$ cat src/rtl/stepper_full_step_seq.sv
`default_nettype none
// ============================================================================
// Module   : stepper_full_step_seq
// Brief    : Full-step (two-phase-on) 4-wire stepper sequencer with position.
// Revision : 1.0 - initial release
// ============================================================================

module stepper_full_step_seq #(
  parameter int CNT_W = 16,
  parameter int POS_W = 16,
  parameter bit HOLD  = 1'b1
) (
  input  logic             clk,
  input  logic             rst,
  input  logic             step_clk,
  input  logic             start,
  input  logic             dir,
  input  logic [CNT_W-1:0] num_steps,
  input  logic             stop,
  output logic [3:0]       coils,
  output logic             busy,
  output logic             done,
  output logic [POS_W-1:0] position
);

  typedef enum logic [1:0] {
    ST_IDLE = 2'd0,
    ST_RUN  = 2'd1,
    ST_DONE = 2'd2
  } state_t;

  state_t           r_state;
  logic             r_s1;
  logic             r_s2;
  logic             r_s3;
  logic [1:0]       r_phase;
  logic             r_dir;
  logic [CNT_W-1:0] r_remaining;

  logic             w_tick;
  logic [1:0]       w_next_phase;
  logic [POS_W-1:0] w_next_pos;

  function automatic logic [3:0] phase_coils(input logic [1:0] p);
    case (p)
      2'd0:    phase_coils = 4'b1100;
      2'd1:    phase_coils = 4'b0110;
      2'd2:    phase_coils = 4'b0011;
      default: phase_coils = 4'b1001;
    endcase
  endfunction

  // step_clk is asynchronous: two flops to resolve metastability, a third for edge detect
  assign w_tick       = r_s2 & ~r_s3;
  assign w_next_phase = r_dir ? (r_phase + 2'd1) : (r_phase - 2'd1);
  assign w_next_pos   = r_dir ? (position + POS_W'(1)) : (position - POS_W'(1));

  always_ff @(posedge clk) begin
    if (!rst) begin
      r_state     <= ST_IDLE;
      r_s1        <= 1'b0;
      r_s2        <= 1'b0;
      r_s3        <= 1'b0;
      r_phase     <= 2'd0;
      r_dir       <= 1'b0;
      r_remaining <= '0;
      position    <= '0;
      coils       <= 4'b0000;
      busy        <= 1'b0;
      done        <= 1'b0;
    end else begin
      r_s1 <= step_clk;
      r_s2 <= r_s1;
      r_s3 <= r_s2;
      done <= 1'b0;

      case (r_state)
        ST_IDLE: begin
          if (start) begin
            r_dir       <= dir;
            r_remaining <= num_steps;
            if (num_steps == '0) begin
              r_state <= ST_DONE;
              done    <= 1'b1;
            end else begin
              r_state <= ST_RUN;
              busy    <= 1'b1;
              coils   <= phase_coils(r_phase);
            end
          end
        end

        ST_RUN: begin
          if (stop) begin
            // abort beats a coincident tick; leftover steps are dropped
            r_state     <= ST_DONE;
            r_remaining <= '0;
            busy        <= 1'b0;
            done        <= 1'b1;
            coils       <= HOLD ? phase_coils(r_phase) : 4'b0000;
          end else if (w_tick) begin
            r_phase     <= w_next_phase;
            r_remaining <= r_remaining - CNT_W'(1);
            position    <= w_next_pos;
            if (r_remaining == CNT_W'(1)) begin
              r_state <= ST_DONE;
              busy    <= 1'b0;
              done    <= 1'b1;
              coils   <= HOLD ? phase_coils(w_next_phase) : 4'b0000;
            end else begin
              coils   <= phase_coils(w_next_phase);
            end
          end
        end

        ST_DONE: begin
          r_state <= ST_IDLE;
        end

        default: begin
          r_state <= ST_IDLE;
          busy    <= 1'b0;
        end
      endcase
    end
  end

endmodule

`default_nettype wire

$ cat config.mk
export PLATFORM = sky130hd
export DESIGN_NAME = stepper_full_step_seq
export DESIGN_NICKNAME = d
export VERILOG_FILES = /design/src/rtl/stepper_full_step_seq.sv
export SDC_FILE = /design/constraint.sdc
export NUM_CORES = 1
export LEC_CHECK = 0
export ABC_AREA = 1
export CAP_MARGIN = 20
export CORE_MARGIN = 2
export CORE_UTILIZATION = 50
export DETAILED_ROUTE_END_ITERATION = 16
export DONT_BUFFER_PORTS = 1
export SLEW_MARGIN = 20
export SYNTH_ARGS = -nofsm -noshare
export SYNTH_HDL_FRONTEND = slang
export SYNTH_SLANG_ARGS = --single-unit
$ cat constraint.sdc
create_clock -name clk -period 2.9 [get_ports clk]
set_clock_uncertainty 0.1 [all_clocks]
set_input_delay 0.29 -clock clk [delete_from_list [all_inputs] [get_ports clk]]
set_output_delay 0.29 -clock clk [all_outputs]
set_load 0.02 [all_outputs]
# --- After elaboration in Yosys (flattened, before gate mapping) ---
# Cells that the tools add are included.
totals:
  output_inout_bits: 22
  rom_bits: 0
  ff_bits: 46
  latchBits: 0
  mem_count: 0
  elab_cells: 73
  ram_bits: 0
op_classes:
  mux: 31
  n_reduce_logical: 11
  multipliers: 0
  shift: 0
  magnitude_cmp: 0
  bitwise: 4
  div: 0
  n_eq_ne: 11
  addsub: 5
ops:
  columns: ["op", "n"]
  rows:
  - ["$mux W16", 4]
  - ["$pmux W16 S2", 1]
  - ["$sub A16 B1 Y16 const B", 2]
  - ["$pmux W4 S3", 2]
  - ["$add A16 B1 Y16 const B", 1]
  - ["$eq A16 B1 Y1 const B", 1]
  - ["$logic_not A16 Y1", 1]
  - ["$mux W4", 4]
  - ["$mux W2", 6]
  - ["$mux W1", 10]
  - ["$reduce_and A3 Y1", 3]
  - ["$pmux W4 S2", 1]
  - ["$eq A2 B1 Y1 const B", 3]
  - ["$eq A2 B2 Y1 const B", 3]
  - ["$logic_not A2 Y1", 3]
  - ["$ne A3 B3 Y1 const B", 2]
  - ["$reduce_and A5 Y1", 1]
  - ["$ne A2 B2 Y1 const B", 2]
  - ["$pmux W2 S2", 1]
  - ["$reduce_and A4 Y1", 1]
  - ["$not A1 Y1", 3]
  - ["$pmux W1 S3", 1]
  - ["$add A2 B1 Y2 const B", 1]
  - ["$pmux W1 S2", 1]
  - ["4 further kinds", 4]

# --- Logic depth before layout (Yosys ltp) ---
depth:
  word_depth: 7
  depth_mapped: 12
  mapped_depth_nobuf: 12

# --- Worst setup path before layout ---
# OpenSTA, ideal clock, no wires.
synth_path:
  path_kind: "register -> register"
  start: "register r_phase[0]"
  end: "register coils[1]"
  required_ns: 2.729
  slack_ns: 0.901
  synth_period_minus_slack_ns: 1.999
  t_arrival_ns: 1.828
  path_stages_with_launch: 9
  cell_sequence: "dfxtp_1 inv_1 ha_1 xor2_1 inv_1 ha_1 o21a_1 or2_0 a21oi_1"
synth_via:
  elab_chain_cells: 7
  word_cells_on_any_way: 16
synth_lines:
  columns: ["item", "line", "source"]
  rows:
  - ["start: declaration", "36", "logic [1:0] r_phase;"]
  - ["start signal: assignment", "102", "r_phase <= w_next_phase;"]
  - ["$sub A2 B1 Y2 or $add A2 B1 Y2 (tied branches)", "55", "assign w_next_phase = r_dir ? (r_phase + 2'd1) : (r_phase - 2'd1);"]
  - ["$mux W2 (*)", "55", null]
  - ["via w_next_phase[1]", "41", "logic [1:0] w_next_phase;"]
  - ["$eq A2 B2 Y1, or another cell as far along", "45", "case (p)"]
  - ["$pmux W4 S3 (*)", "45", null]
  - ["$mux W4 (*)", "101", "end else if (w_tick) begin"]
  - ["$mux W4 (*)", "94", "if (stop) begin"]
  - ["$pmux W4 S2 (*)", "77", "case (r_state)"]
  - ["end signal: assignment", "100", "coils <= HOLD ? phase_coils(r_phase) : 4'b0000;"]
  - ["end signal: assignment", "109", "coils <= HOLD ? phase_coils(w_next_phase) : 4'b0000;"]
  - ["end signal: assignment", "111", "coils <= phase_coils(w_next_phase);"]
  - ["end: declaration", "20", "output logic [3:0] coils,"]
# Mark *: on every way through the listed nets, which the timed path passes. The rest lies on a longest branch. The select of a mux whose other input is x is not followed.
# A chain may end at the register's enable or synchronous reset.

# --- Worst setup path in the final report ---
layout_path:
  start: "register r_dir"
  end: "register position[13]"
layout_via:
  elab_chain_cells: 1
layout_lines:
  columns: ["item", "line", "source"]
  rows:
  - ["start: declaration", "37", "logic r_dir;"]
  - ["start signal: assignment", "80", "r_dir <= dir;"]
  - ["$mux W16", "56", "assign w_next_pos = r_dir ? (position + POS_W'(1)) : (position - POS_W'(1));"]
  - ["end signal: assignment", "104", "position <= w_next_pos;"]
  - ["end: declaration", "23", "output logic [POS_W-1:0] position"]
# Every way passes these cells.

==> impl_metrics.yaml <==
floorplanning:
  ioPinCount: 44
  die_width_um: 83.5
  die_area_um2: 6970
  die-height_um: 83.5
  floorplan.initialDensity: 0.524
  std_cell_rows: 28
  core-area_um2: 6030
synthesis:
  mappedNetlistNets: 537
  synth_largest_type_area_fraction: 0.291
  largest_cells_by_area_after_synthesis: "sky130_fd_sc_hd__dfxtp_1 (29%), sky130_fd_sc_hd__nand2_1 (12%), sky130_fd_sc_hd__ha_1 (9.5%)"
  yosysSeqAreaShare: 0.291
  ys_async_sr_fraction: 0
  synth_top_cell_by_area: "sky130_fd_sc_hd__dfxtp_1"
  post_synth_inst_count: 490
  synth_flop_cell: "sky130_fd_sc_hd__dfxtp_1"
  netlist_area_um2: 3160
  synthMostInstantiatedCell: "sky130_fd_sc_hd__nand2_1"
  yosysWarningCount: 0
  synth_edf_count: 0
  total_of_flip_flops_plus_latches_after_synthesis: 46
  synth_commonest_cells: "sky130_fd_sc_hd__nand2_1 (99), sky130_fd_sc_hd__nor2_1 (66), sky130_fd_sc_hd__inv_1 (65)"
  synth.avg_cell_area_um2: 6.45
  post_synth_num_cell_types: 32
worst_setup_path:
  critical_path_required_ns: 3.00
  critPathTopFamily: "buffers and inverters"
  slowest_delay_ns: 0.44
  critPathMaxFanout: 15
  worst_path_cell_chain: "inv_1, ha_1, nand2_1, inv_1, a21oi_1, nor2_1, nor2_1, a21oi_1, nor2_1, nor2_1"
  setup.worst_path.start: "r_dir"
  critical_path_buf_inv_count: 2
  timing_worst_setup_path_type: "reg2reg"
  crit_top_cell: "sky130_fd_sc_hd__nor2_1"
  rr_startpoint: "r_dir"
  critical-path-slowest-cell: "sky130_fd_sc_hd__inv_1"
  crit_path_start_kind: "register"
  cp_data_arrival_time_ns: 2.41
  setup.worst_path.end_class: "register"
place:
  place.gp.congestion: 0.885
  dpl.hpwl_um: 5580
  place.port_buffers: 0
finish:
  antenna-diode-count: 0
  fill_cells: 635
  area.sequential_um2: 921
  areaGrowthSynthToFinish_pct: 5.03
  footprint_of_the_multi_input_gates_um2: 1920
  drive_above_1_share: 0.0429
  fin_nets: 535
detailed_routing:
  route.antenna.remaining_nets: 0
  detail_route.wirelength_um: 7570
  wire_per_inst_um: 13.4
  detail_route.iter0.violations: 97
  tritonroute_pass_1_iters: 4
  via_count: 2980
  avgViaCountPerCell: 5.28
  drc_errors: 0
grt:
  number_of_antenna_violations_at_the_first_check_in_global_routing: 0
  grt.overflow.total: 0
  first_global_vias: 3055
  grt_max_degree: 31
  grt_pass1_wl_um: 13400
  aggregate_global_route_resource_usage: 0.233
clock_network:
  postCtsSetupBuffers: 0
  clock_tree_from_tritoncts: "yes"
  ctsResizeCount: 0
  clock_sink_count: 46
  htreeDepth: 2
  cts_max_path_buffers: 2
  cts_buffers: 5
  worst_skew_pair.late_latency_ns: 0.31
  cts.reportedPaths.clkPinSlew_ns: 0.09
  cts_root_buf: "sky130_fd_sc_hd__clkbuf_8"
sta:
  fmax_mhz: 433
  setup_violations: 0
  rsz_0062_raised_after_global_routing: "no"
  timing.final.crit_period_ns: 2.31
  timing.slew.headroom: 0.626
  min_period_over_period: 0.796
  timing.final.max_slew_violations: 0
  fin_hold_ws_ns: 0.00745
  post_route_setup_tns_ns: 0
  actual_slew_at_the_worst_max_slew_pin_ns: 0.560
  final_hold_viol_count: 0
min_path:
  hold_path.startpoint: "rst"
  classification_of_the_worst_slack_hold_path: "in2reg"
pwr:
  leakage_nw: 1.63
  power_density_nw_per_um2: 502
  ir_drop_v: 0.000269
status:
  outcome: "finished clean"
run:
  max-cap-violations: 0
## metal layers
| layer | track usage | part of all wire |
|---|---|---|
| met1 | 0.270 | 0.45 |
| met2 | 0.427 | 0.49 |
| met3 | 0.0425 | 0.042 |
| met4 | 0.0806 | 0.019 |
| met5 | 0 | 0 |
## placed cells by master (no fill, tap or decap)
cell,n
sky130_fd_sc_hd__dlygate4sd3_1,2
sky130_fd_sc_hd__nor3_1,4
sky130_fd_sc_hd__fa_1,1
sky130_fd_sc_hd__and2_1,1
sky130_fd_sc_hd__o22ai_1,2
sky130_fd_sc_hd__nand3_1,34
sky130_fd_sc_hd__nor2_1,66
sky130_fd_sc_hd__o211ai_1,1
sky130_fd_sc_hd__nand4_1,5
sky130_fd_sc_hd__or2_2,1
sky130_fd_sc_hd__clkinv_2,1
sky130_fd_sc_hd__a211oi_2,2
sky130_fd_sc_hd__clkbuf_1,1
sky130_fd_sc_hd__inv_1,65
sky130_fd_sc_hd__o21ai_0,41
sky130_fd_sc_hd__inv_2,3
sky130_fd_sc_hd__nor2_4,1
sky130_fd_sc_hd__a21oi_1,53
sky130_fd_sc_hd__a21o_1,2
sky130_fd_sc_hd__clkbuf_8,6
sky130_fd_sc_hd__nand2_1,99
sky130_fd_sc_hd__a31oi_1,3
sky130_fd_sc_hd__nor2_2,2
sky130_fd_sc_hd__xnor2_1,5
sky130_fd_sc_hd__or2_0,1
sky130_fd_sc_hd__nand2_2,2
sky130_fd_sc_hd__o21a_1,2
sky130_fd_sc_hd__dfxtp_1,46
sky130_fd_sc_hd__ha_1,24
sky130_fd_sc_hd__xor2_1,5
sky130_fd_sc_hd__nand3b_1,2
sky130_fd_sc_hd__buf_4,2
sky130_fd_sc_hd__o21bai_1,3
sky130_fd_sc_hd__nor3_4,1
## state kept, by name (all words and copies together), names as in the netlist
register     flops
busy             1
r_s1             1
r_dir            1
r_s2             1
coils            4
r_remaining     16
r_state          2
r_phase          2
done             1
r_s3             1
position        16
## repair_timing
| item | 4_1_cts | 5_1_grt |
|---|---|---|
| setup endpoints to repair | 0 | 0 |
| endpoints found under the hold margin | 3 | 0 |
| hold buffers | 2 | 0 |
## worst paths after layout
kind                                   endpoint  slack, ns  depth (start not counted)
worst max-delay path               position[13]       0.59                         10
worst min-delay path            r_remaining[13]      0.007                          2
worst max register to register     position[13]       0.59                         10
worst min register to register             r_s2       0.32                          2
## logic make-up (layout without fill, tap and decap cells)
group                      after synthesis  in the layout  synth area share
and+or+nand+nor                        219            219             0.293
AOI/OAI and AO/OA                      109            109             0.186
adders and majority gates               25             25             0.101
xor gates and xnor gates                10             10            0.0277
buffers and inverters                   81             80             0.100
DFF                                     46             46             0.291
## power by group
group	leakage, nW	internal, mW	switching, mW
combinational	1.21	0.172	0.325
clock	0.0482	0.193	0.224
sequential	0.377	0.687	0.0678
total	1.63	1.05	0.616
## final cells by class
type                            count  share of cell area
Inverter                           68              0.0769
Multi-Input combinational cell    363               0.579
Timing Repair Buffer                4              0.0106
Tap cell                           75              0.0283
Clock inverter                      1             0.00151
Clock buffer                        7              0.0260
Sequential cell                    46               0.278
## worst reg2reg max path, stage by stage (launching register included)
cell and delay (ns):
sky130_fd_sc_hd__dfxtp_1 0.37, sky130_fd_sc_hd__inv_1 0.44, sky130_fd_sc_hd__ha_1 0.39, sky130_fd_sc_hd__nand2_1 0.13
sky130_fd_sc_hd__inv_1 0.08, sky130_fd_sc_hd__a21oi_1 0.25, sky130_fd_sc_hd__nor2_1 0.09, sky130_fd_sc_hd__nor2_1 0.14
sky130_fd_sc_hd__a21oi_1 0.09, sky130_fd_sc_hd__nor2_1 0.10, sky130_fd_sc_hd__nor2_1 0.04
## per-stage QoR
stage	setup slack [ns]	utilization	instance area [um^2]	power, mW	instances
final	0.590	0.551	3320	1.67	564
after floorplan	0.901	-	3160	1.16	490
after global routing	0.352	0.551	3320	1.79	564
after CTS	0.579	0.551	3320	1.69	564
after detailed placement	0.595	0.532	3210	1.26	554
after global placement	0.597	0.532	3210	1.25	554
Power figures use the tool's default switching activity.
